<file path="src/rtl/lfsr_ram_pkg.sv">
// Shared constants for the lfsr/ram random-pattern buffer.
// State encoding and default geometry live here.
package lfsr_ram_pkg;

   localparam int DW_DEF    = 6;
   localparam int DEPTH_DEF = 8;

   localparam logic [2:0] ST_IDLE  = 3'd0;
   localparam logic [2:0] ST_LOAD  = 3'd1;
   localparam logic [2:0] ST_FILL  = 3'd2;
   localparam logic [2:0] ST_PREF  = 3'd3;
   localparam logic [2:0] ST_DRAIN = 3'd4;
   localparam logic [2:0] ST_DONE  = 3'd5;

endpackage

</file>
<file path="src/rtl/lfsr_rnd_buf_if.sv">
// Valid/ready stream carrying buffered LFSR words.
// master drives data/valid, slave drives ready.
interface lfsr_rnd_buf_if #(
   parameter int DW = 6
) ();

   logic [DW-1:0] data;
   logic          valid;
   logic          ready;

   modport master (
      output data,
      output valid,
      input  ready
   );

   modport slave (
      input  data,
      input  valid,
      output ready
   );

endinterface

</file>
<file path="src/rtl/rbuf_mem.sv">
// Register array: one synchronous write port, one async read port.
// Contents are not reset; every run overwrites all words before reading.
module rbuf_mem #(
   parameter int DW    = 6,
   parameter int DEPTH = 8,
   parameter int AW    = $clog2(DEPTH)
) (
   input  logic          clk,
   input  logic          we,
   input  logic [AW-1:0] waddr,
   input  logic [DW-1:0] wdata,
   input  logic [AW-1:0] raddr,
   output logic [DW-1:0] rdata
);

   logic [DW-1:0] mem [DEPTH];

   // capture one word per enabled edge
   always_ff @(posedge clk) begin
      if (we) begin
         mem[waddr] <= wdata;
      end
   end

   assign rdata = mem[raddr];

endmodule

</file>
<file path="src/rtl/lfsr_rnd_buf.sv">
// Seeds the LFSR, captures DEPTH consecutive states, then streams them out.
// FSM and pointers live here; storage is the rbuf_mem array.
module lfsr_rnd_buf
   import lfsr_ram_pkg::*;
#(
   parameter int DW_RBUF    = DW_DEF,
   parameter int DEPTH_RBUF = DEPTH_DEF
) (
   input  logic               i_clk_rbuf,
   input  logic               i_rst_rbuf,
   input  logic               i_start_rbuf,
   input  logic [DW_RBUF-1:0] i_seed_rbuf,
   input  logic [DW_RBUF-1:0] i_rnd_rbuf,
   output logic               o_lfsr_en_rbuf,
   output logic               o_lfsr_ld_rbuf,
   output logic [DW_RBUF-1:0] o_lfsr_seed_rbuf,
   output logic               o_busy_rbuf,
   output logic               o_done_rbuf,
   lfsr_rnd_buf_if.master     strm
);

   localparam int AW_RBUF = $clog2(DEPTH_RBUF);
   localparam logic [AW_RBUF-1:0] LAST = AW_RBUF'(DEPTH_RBUF - 1);
   localparam logic [AW_RBUF-1:0] ONE  = AW_RBUF'(1);

   logic [2:0]         state;
   logic [AW_RBUF-1:0] wr_ptr;
   logic [AW_RBUF-1:0] rd_ptr;
   logic [AW_RBUF-1:0] rd_addr;
   logic [DW_RBUF-1:0] seed_q;
   logic [DW_RBUF-1:0] data_q;
   logic [DW_RBUF-1:0] rd_data;
   logic               valid_q;
   logic               done_q;
   logic               wr_en;
   logic               xfer;

   assign wr_en = (state == ST_FILL);
   assign xfer  = valid_q & strm.ready;

   // PREF fetches word 0; DRAIN looks one word ahead so a
   // handshake can reload o_data without a bubble
   always_comb begin
      rd_addr = '0;
      if (state == ST_DRAIN) begin
         rd_addr = rd_ptr + ONE;
      end
   end

   rbuf_mem #(
      .DW    (DW_RBUF),
      .DEPTH (DEPTH_RBUF),
      .AW    (AW_RBUF)
   ) u_mem (
      .clk   (i_clk_rbuf),
      .we    (wr_en),
      .waddr (wr_ptr),
      .wdata (i_rnd_rbuf),
      .raddr (rd_addr),
      .rdata (rd_data)
   );

   // sequencer: seed, fill, prefetch, drain, done
   always_ff @(posedge i_clk_rbuf) begin
      if (i_rst_rbuf) begin
         state <= ST_IDLE;
      end else begin
         case (state)
            ST_IDLE: begin
               if (i_start_rbuf) begin
                  state <= ST_LOAD;
               end
            end
            ST_LOAD: begin
               state <= ST_FILL;
            end
            ST_FILL: begin
               if (wr_ptr == LAST) begin
                  state <= ST_PREF;
               end
            end
            ST_PREF: begin
               state <= ST_DRAIN;
            end
            ST_DRAIN: begin
               if (xfer && rd_ptr == LAST) begin
                  state <= ST_DONE;
               end
            end
            ST_DONE: begin
               state <= ST_IDLE;
            end
            default: begin
               state <= ST_IDLE;
            end
         endcase
      end
   end

   // seed is latched only when a start is accepted
   always_ff @(posedge i_clk_rbuf) begin
      if (i_rst_rbuf) begin
         seed_q <= '0;
      end else if (state == ST_IDLE && i_start_rbuf) begin
         seed_q <= i_seed_rbuf;
      end
   end

   // write pointer walks 0..DEPTH-1 during FILL and wraps to 0
   always_ff @(posedge i_clk_rbuf) begin
      if (i_rst_rbuf) begin
         wr_ptr <= '0;
      end else if (state == ST_LOAD) begin
         wr_ptr <= '0;
      end else if (state == ST_FILL) begin
         wr_ptr <= wr_ptr + ONE;
      end
   end

   // read pointer restarts at fill end, advances per handshake
   always_ff @(posedge i_clk_rbuf) begin
      if (i_rst_rbuf) begin
         rd_ptr <= '0;
      end else if (state == ST_FILL && wr_ptr == LAST) begin
         rd_ptr <= '0;
      end else if (state == ST_DRAIN && xfer && rd_ptr != LAST) begin
         rd_ptr <= rd_ptr + ONE;
      end
   end

   // output register: held while stalled, reloaded on handshake
   always_ff @(posedge i_clk_rbuf) begin
      if (i_rst_rbuf) begin
         data_q  <= '0;
         valid_q <= 1'b0;
      end else if (state == ST_PREF) begin
         data_q  <= rd_data;
         valid_q <= 1'b1;
      end else if (state == ST_DRAIN && xfer) begin
         if (rd_ptr == LAST) begin
            valid_q <= 1'b0;
         end else begin
            data_q <= rd_data;
         end
      end
   end

   // done pulse coincides with the single DONE cycle
   always_ff @(posedge i_clk_rbuf) begin
      if (i_rst_rbuf) begin
         done_q <= 1'b0;
      end else begin
         done_q <= (state == ST_DRAIN) && xfer && (rd_ptr == LAST);
      end
   end

   assign o_lfsr_en_rbuf   = (state == ST_LOAD) || (state == ST_FILL);
   assign o_lfsr_ld_rbuf   = (state == ST_LOAD);
   assign o_lfsr_seed_rbuf = seed_q;
   assign o_busy_rbuf      = (state != ST_IDLE);
   assign o_done_rbuf      = done_q;
   assign strm.data        = data_q;
   assign strm.valid       = valid_q;

endmodule

</file>
<file path="src/flat_wrapper.sv">
// flat-port wrapper written by rule: the top's interface ports become plain ports
module lfsr_rnd_buf_flat import lfsr_ram_pkg::*;
#(
   parameter int DW_RBUF    = DW_DEF,
   parameter int DEPTH_RBUF = DEPTH_DEF
)
  (i_clk_rbuf, i_rst_rbuf, i_start_rbuf, i_seed_rbuf, i_rnd_rbuf, o_lfsr_en_rbuf, o_lfsr_ld_rbuf, o_lfsr_seed_rbuf, o_busy_rbuf, o_done_rbuf, strm_data, strm_valid, strm_ready);
  lfsr_rnd_buf_if #(.DW(6)) strm_i ();
  input  logic i_clk_rbuf;
  input  logic i_rst_rbuf;
  input  logic i_start_rbuf;
  input  logic [DW_RBUF-1:0] i_seed_rbuf;
  input  logic [DW_RBUF-1:0] i_rnd_rbuf;
  output logic o_lfsr_en_rbuf;
  output logic o_lfsr_ld_rbuf;
  output logic [DW_RBUF-1:0] o_lfsr_seed_rbuf;
  output logic o_busy_rbuf;
  output logic o_done_rbuf;
  output wire logic [$bits(strm_i.data)-1:0] strm_data;
  output wire logic [$bits(strm_i.valid)-1:0] strm_valid;
  input wire logic [$bits(strm_i.ready)-1:0] strm_ready;
  assign strm_data = strm_i.data;
  assign strm_valid = strm_i.valid;
  assign strm_i.ready = strm_ready;
  lfsr_rnd_buf #(.DW_RBUF(DW_RBUF), .DEPTH_RBUF(DEPTH_RBUF)) u_core (.i_clk_rbuf(i_clk_rbuf), .i_rst_rbuf(i_rst_rbuf), .i_start_rbuf(i_start_rbuf), .i_seed_rbuf(i_seed_rbuf), .i_rnd_rbuf(i_rnd_rbuf), .o_lfsr_en_rbuf(o_lfsr_en_rbuf), .o_lfsr_ld_rbuf(o_lfsr_ld_rbuf), .o_lfsr_seed_rbuf(o_lfsr_seed_rbuf), .o_busy_rbuf(o_busy_rbuf), .o_done_rbuf(o_done_rbuf), .strm(strm_i));
endmodule
</file>
<file path="config.mk">
export PLATFORM = sky130hd
export DESIGN_NAME = lfsr_rnd_buf_flat
export DESIGN_NICKNAME = d
export VERILOG_FILES = /design/src/rtl/lfsr_ram_pkg.sv /design/src/rtl/lfsr_rnd_buf_if.sv /design/src/rtl/rbuf_mem.sv /design/src/rtl/lfsr_rnd_buf.sv /design/src/flat_wrapper.sv
export SDC_FILE = /design/constraint.sdc
export NUM_CORES = 1
export LEC_CHECK = 0
export ABC_AREA = 1
export CORE_MARGIN = 2
export CORE_UTILIZATION = 55
export CTS_CLUSTER_DIAMETER = 100
export DETAILED_ROUTE_END_ITERATION = 6
export PLACE_DENSITY = 0.78
export SLEW_MARGIN = 20
export SYNTH_ARGS = -nofsm -noshare
export SYNTH_HDL_FRONTEND = slang
export SYNTH_SLANG_ARGS = --single-unit
</file>
<file path="constraint.sdc">
create_clock -name i_clk_rbuf -period 2.56 [get_ports i_clk_rbuf]
set_input_delay 0.384 -clock i_clk_rbuf [delete_from_list [all_inputs] [get_ports i_clk_rbuf]]
set_output_delay 0.384 -clock i_clk_rbuf [all_outputs]
set_load 0.005 [all_outputs]
</file>
Word-level counts from Yosys, hierarchy flattened
Memory sizes are Yosys's and may differ from the RTL's. Cells that the tools add are included.

Flip-flop bits (word level): 23. Bits in latches: 0. Bits in writable memories: 48. Bits in read-only memories: 0. Input port bits: 16. Logic and storage cells: 51. Memories kept: 1.

Memories: u_core.u_mem.mem (words 8, bits a word 6, read ports 1, clocked after Yosys merged registers in 0, write ports 1, RTL line rbuf_mem.sv:16) `logic [DW-1:0] mem [DEPTH];`.

Add/subtract/negate cells: 2. Multiply operators: 0. Divide/modulo/power cells: 0. Order comparisons: 0. Equality and inequality tests: 11. Shift-type cells: 0. Mux-type cells: 13. Bitwise logic cells: 1. Reductions and logical operators: 16.

Operator list (count): $mux 6 (3); $pmux 3 s5 (1); $mux 3 (4); $eq 3x3->1 const B (3); $add 3x1->3 const B (2); $eq 3x2->1 const B (2); $logic_and 1x1->1 (6); $mux 1 (5); $ne 2x1->1 const B (2); $ne 2x2->1 const B (2); $reduce_and 2->1 (2); $reduce_bool 2->1 (2); $reduce_or 2->1 (2); $eq 3x1->1 const B (1); $logic_not 3->1 (1); $ne 3x3->1 const B (1); $reduce_and 3->1 (1); $reduce_bool 3->1 (1); $and 1x1->1 (1); $logic_or 1x1->1 (1).

Depth between registers and ports, before layout
An unclocked memory read counts as a cell.

Depth after elaboration: 6. Depth in mapped cells: 9. Gate-level depth less buffers: 8.

By module
Synthesis repeated with hierarchy kept, for this count alone.

Cells, all modules: 368. Area, all modules: 3220.6 sq um.

Modules (own cells, without submodules): rbuf_mem (times used 1, cells an instance 225, area an instance 2170.8 sq um, seq. area each 1441.4 sq um); lfsr_rnd_buf (times used 1, cells an instance 143, area an instance 1049.8 sq um, seq. area each 460.4 sq um).

Worst setup path after synthesis
Ideal clock, no wire load.

Kind: register to register. Start point: register u_core.state[2]. End point: memory u_core.u_mem.mem[6][0], enable pin. Arrival: 1202 ps. Data required time: 2210 ps. Slack: 1008 ps. Stages on the path, launching flop included: 7. Path buffers: 1. Period minus slack after synthesis: 1552 ps. Cell sequence: dfxtp_1 buf_4 inv_2 nand3_2 inv_2 nand2_1 nor2_1.

Word-level cells in the longest chain between the ends: 3.

RTL lines: start, declared (RTL line lfsr_rnd_buf.sv:26) `logic [2:0] state;`; start signal, assigned (RTL line lfsr_rnd_buf.sv:66) `state <= ST_IDLE;`; start signal, assigned (RTL line lfsr_rnd_buf.sv:71) `state <= ST_LOAD;`; start signal, assigned (RTL line lfsr_rnd_buf.sv:75) `state <= ST_FILL;`; $eq 3x2->1 (RTL line lfsr_rnd_buf.sv:38) `assign wr_en = (state == ST_FILL);`; $mux 1 (RTL line rbuf_mem.sv:20) `if (we) begin`; $mux 1 (implied by the code) (RTL line rbuf_mem.sv:21) `mem[waddr] <= wdata;`; end, declared (RTL line rbuf_mem.sv:16).

Every way passes these cells.

Worst setup path after layout
Start point: register u_core.state[0]. End point: output o_lfsr_en_rbuf.

Word-level cells in the longest chain between the ends: 2. Elaborated cells on any way between the ends: 3.

RTL lines: $eq 3x1->1 / $eq 3x2->1 (equally long branches) (RTL line lfsr_rnd_buf.sv:157) `assign o_lfsr_en_rbuf = (state == ST_LOAD) || (state == ST_FILL);`; $logic_or 1x1->1 (*) (RTL line lfsr_rnd_buf.sv:157); end, declared (RTL line flat_wrapper.sv:14) `output logic o_lfsr_en_rbuf;`.

Mark *: on every way between the ends. The rest lies on a longest branch, timed or not.

==> impl_metrics.yaml <==
sta:
  hold_viol: 0
  rsz0062_at_grt: "no"
  finalSetupTns_ns: 0
  relSlewSlack_pct: 56.59
  min_period_ns: 2.047
  setup_viol: 0
  finalCritPeriodShare_pct: 79.96
  final.setup_skew_ns: 0.01255
  worst_pin_slew_ns: 0.6488
  layout_setup_ws_ns: 0.5131
  slew_violations: 0
  clock.fmax_ghz: 0.4886
placement:
  port-buffer-count: 32
  place_ws_ns: 0.8061
  dp.cells: 421
  gp_congestion: 0.8408
  dp.final_hpwl_um: 4010
outcome:
  status: "completed"
route:
  vias: 2298
  post_drt_wl_per_cell_um: 14.14
  drt-initial-drc-count: 224
  drcViolationCount: 0
  finalWirelength_um: 6178
  via_per_inst: 5.259
  first_pass_iters: 4
  ant_nets: 0
global_routing:
  antenna_found_initial: 0
  grt.total_usage_pct: 21.78
  grt_pass1_vias: 2147
  grt_pass1_wl_um: 10140
  overflow: 0
  grt_max_degree: 31
clock_tree:
  htreeDepth: 3
  cts_buffer_depth: 2
  cts_made_buffers: 9
  clkTransAtPathRegs_ns: 0.07
  cts_tree: "built"
  cts_resized: 0
  post-cts-setup-buffer-count: 0
  clock_latency_ns: 0.35
  cts.sinks: 71
  cts-root-buf: "clkbuf_8"
  holdBufCountCts: 0
yosys:
  syn_area_per_cell_sq_um: 9.519
  yosysSeqAreaShare_pct: 60.73
  synth_area_sq_um: 3132
  ys_warn_count: 0
  syn_nets: 349
  ys_types: 23
  synth-seq-cells: 71
  synthCells: 329
power:
  max-vdd-ir-drop_mv: 0.4923
  cellPowerDensity_nw_per_um2: 719.5
  leakage_nw: 1.509
floorplan:
  core_area_sq_um: 5507
  fp.dieArea_sq_um: 6314
  rows: 27
  die_w_um: 79.46
  start_util_pct: 56.87
  io_pins: 33
  fp.dieH_um: 79.46
min_path:
  min_path_type: "reg2reg"
  min-delay-start: "u_core.o_lfsr_seed_rbuf[4]$_SDFFE_PP0P_"
  min_to: "u_core.o_lfsr_seed_rbuf[4]$_SDFFE_PP0P_"
  min_path_cells: 2
critical_path:
  reg2regPathDepth: 7
  rrSetupSlack_ns: 0.80
  r2r_end: "u_core.strm.data[0]$_SDFFE_PP0P_"
  cp.required_ns: 2.18
  critPathMaxFanout: 3
  critPathTopFamily: "buffers and inverters"
  crit_top_cell: "inv_1"
  critPathCaptureType: "output port"
  crit_type: "reg2out"
  slowest_delay_ns: 0.50
  cp.arrival_ns: 1.66
  rr_startpoint: "u_core.state[2]$_SDFFE_PP0P_"
  crit_buf_inv: 3
  critical-path-slowest-cell: "clkdlybuf4s50_1"
  path_cells: "inv_1 > nor3_1 > inv_1 > nand2_1 > clkdlybuf4s50_1"
  startpoint_type: "register"
final_layout:
  final_nets: 380
  drive_gt1_share_pct: 7.397
  stdcell_count: 437
  layout_commonest_cell: "inv_1"
  diodes: 0
  area_delta_synth_final_pct: 17.66
  mostFrequentLayoutCells: "inv_1 (54), edfxtp_1 (48), nand2_1 (43), nor2_1 (36), clkdlybuf4s50_1 (32)"
  fillers: 430
run:
  cap_violations: 0
stage by stage:
| stage | utilization, % | area [sq um] | total power (W) | hold slack, ns |
|---|---|---|---|---|
| after floorplan | - | 3132 | 0.001568 | 0.4396 |
| after global placement | 63.14 | 3477 | 0.001720 | 0.4338 |
| after detailed placement | 63.14 | 3477 | 0.001728 | 0.4379 |
| after CTS | 66.92 | 3685 | 0.002664 | 0.4475 |
| after global routing | 66.92 | 3685 | 0.002767 | 0.4682 |
| final | 66.92 | 3685 | 0.002651 | 0.4456 |
cells by family after synthesis:
kind of cell	synth area share, %
AOI/OAI and AO/OA	6.392
DFF	60.73
buffers and inverters	9.988
adders and majority gates	1.598
and+or+nand+nor	21.29
area by class of cell:
cell class / instances / area, sq um / area share, %
flip-flops and latches: 71 / 1902 / 51.61
well taps: 72 / 90.09 / 2.445
clock buffers: 12 / 135.1 / 3.667
repair buffers: 36 / 350.3 / 9.508
inverters: 58 / 217.7 / 5.908
clock inverters: 4 / 72.57 / 1.969
multi-input cells: 184 / 917.1 / 24.89
flip-flops by register name (all words and copies together) (netlist names):
signal and flops:
u_core.state 3, u_core.rd_ptr 3, u_core.o_lfsr_seed_rbuf 6, u_core.o_done_rbuf 1, u_core.strm.valid 1, u_core.u_mem.mem 48
u_core.wr_ptr 3, u_core.strm.data 6
report_power, final:
part	total, W	leakage (nW)	switching [W]	internal, W
Sequential	0.00132	0.620	0.0000329	0.00128
Clock	0.000945	0.102	0.000397	0.000548
Combinational	0.000388	0.787	0.000221	0.000167
metal layers:
layer	part of all wire (%)	routed length [um]	global-route usage [%]
met1	45	2777	28.65
met3	7.7	478	6.674
met2	45	2809	32.44
met5	0	0	0
met4	1.8	112	11.38
tightest hold or removal path, cell delays in order (launching register included):
cell and delay (ns):
dfxtp_1 0.31, inv_1 0.05, a21oi_1 0.05
how the worst max path moves through the flow:
stage                                      start                                to  slack [ns]  cells past startpoint
global route        u_core.state[0]$_SDFFE_PP0P_                    o_lfsr_en_rbuf        0.40                      5
floorplan           u_core.state[2]$_SDFFE_PP0P_  u_core.u_mem.mem[6][0]$_DFFE_PP_        1.01                      6
detailed placement  u_core.state[2]$_SDFFE_PP0P_  u_core.strm.data[0]$_SDFFE_PP0P_        0.81                      7
CTS                 u_core.state[0]$_SDFFE_PP0P_                    o_lfsr_en_rbuf        0.49                      5
global placement                      i_rst_rbuf     u_core.wr_ptr[1]$_SDFFE_PP0N_        0.87                      6
finish              u_core.state[0]$_SDFFE_PP0P_                    o_lfsr_en_rbuf        0.51                      5
Yosys cell counts:
master	count	share of area [%]
a21oi_1	21	3.4
buf_2	10	1.6
buf_4	2	0.48
buf_6	2	0.72
clkbuf_1	2	0.24
dfxtp_1	23	15
edfxtp_1	48	46
ha_1	4	1.6
inv_1	54	6.5
inv_2	4	0.48
nand2_1	43	5.2
nand2_2	1	0.20
nand3_1	27	4.3
nand3_2	2	0.64
nand3_4	1	0.56
nand4_1	24	4.8
nand4_2	1	0.40
nor2_1	36	4.3
nor2_2	2	0.40
nor3_1	2	0.32
nor4_1	1	0.20
o21ai_0	13	2.1
o21ai_1	6	0.96
Note: power is estimated with default switching activity, not from simulation.
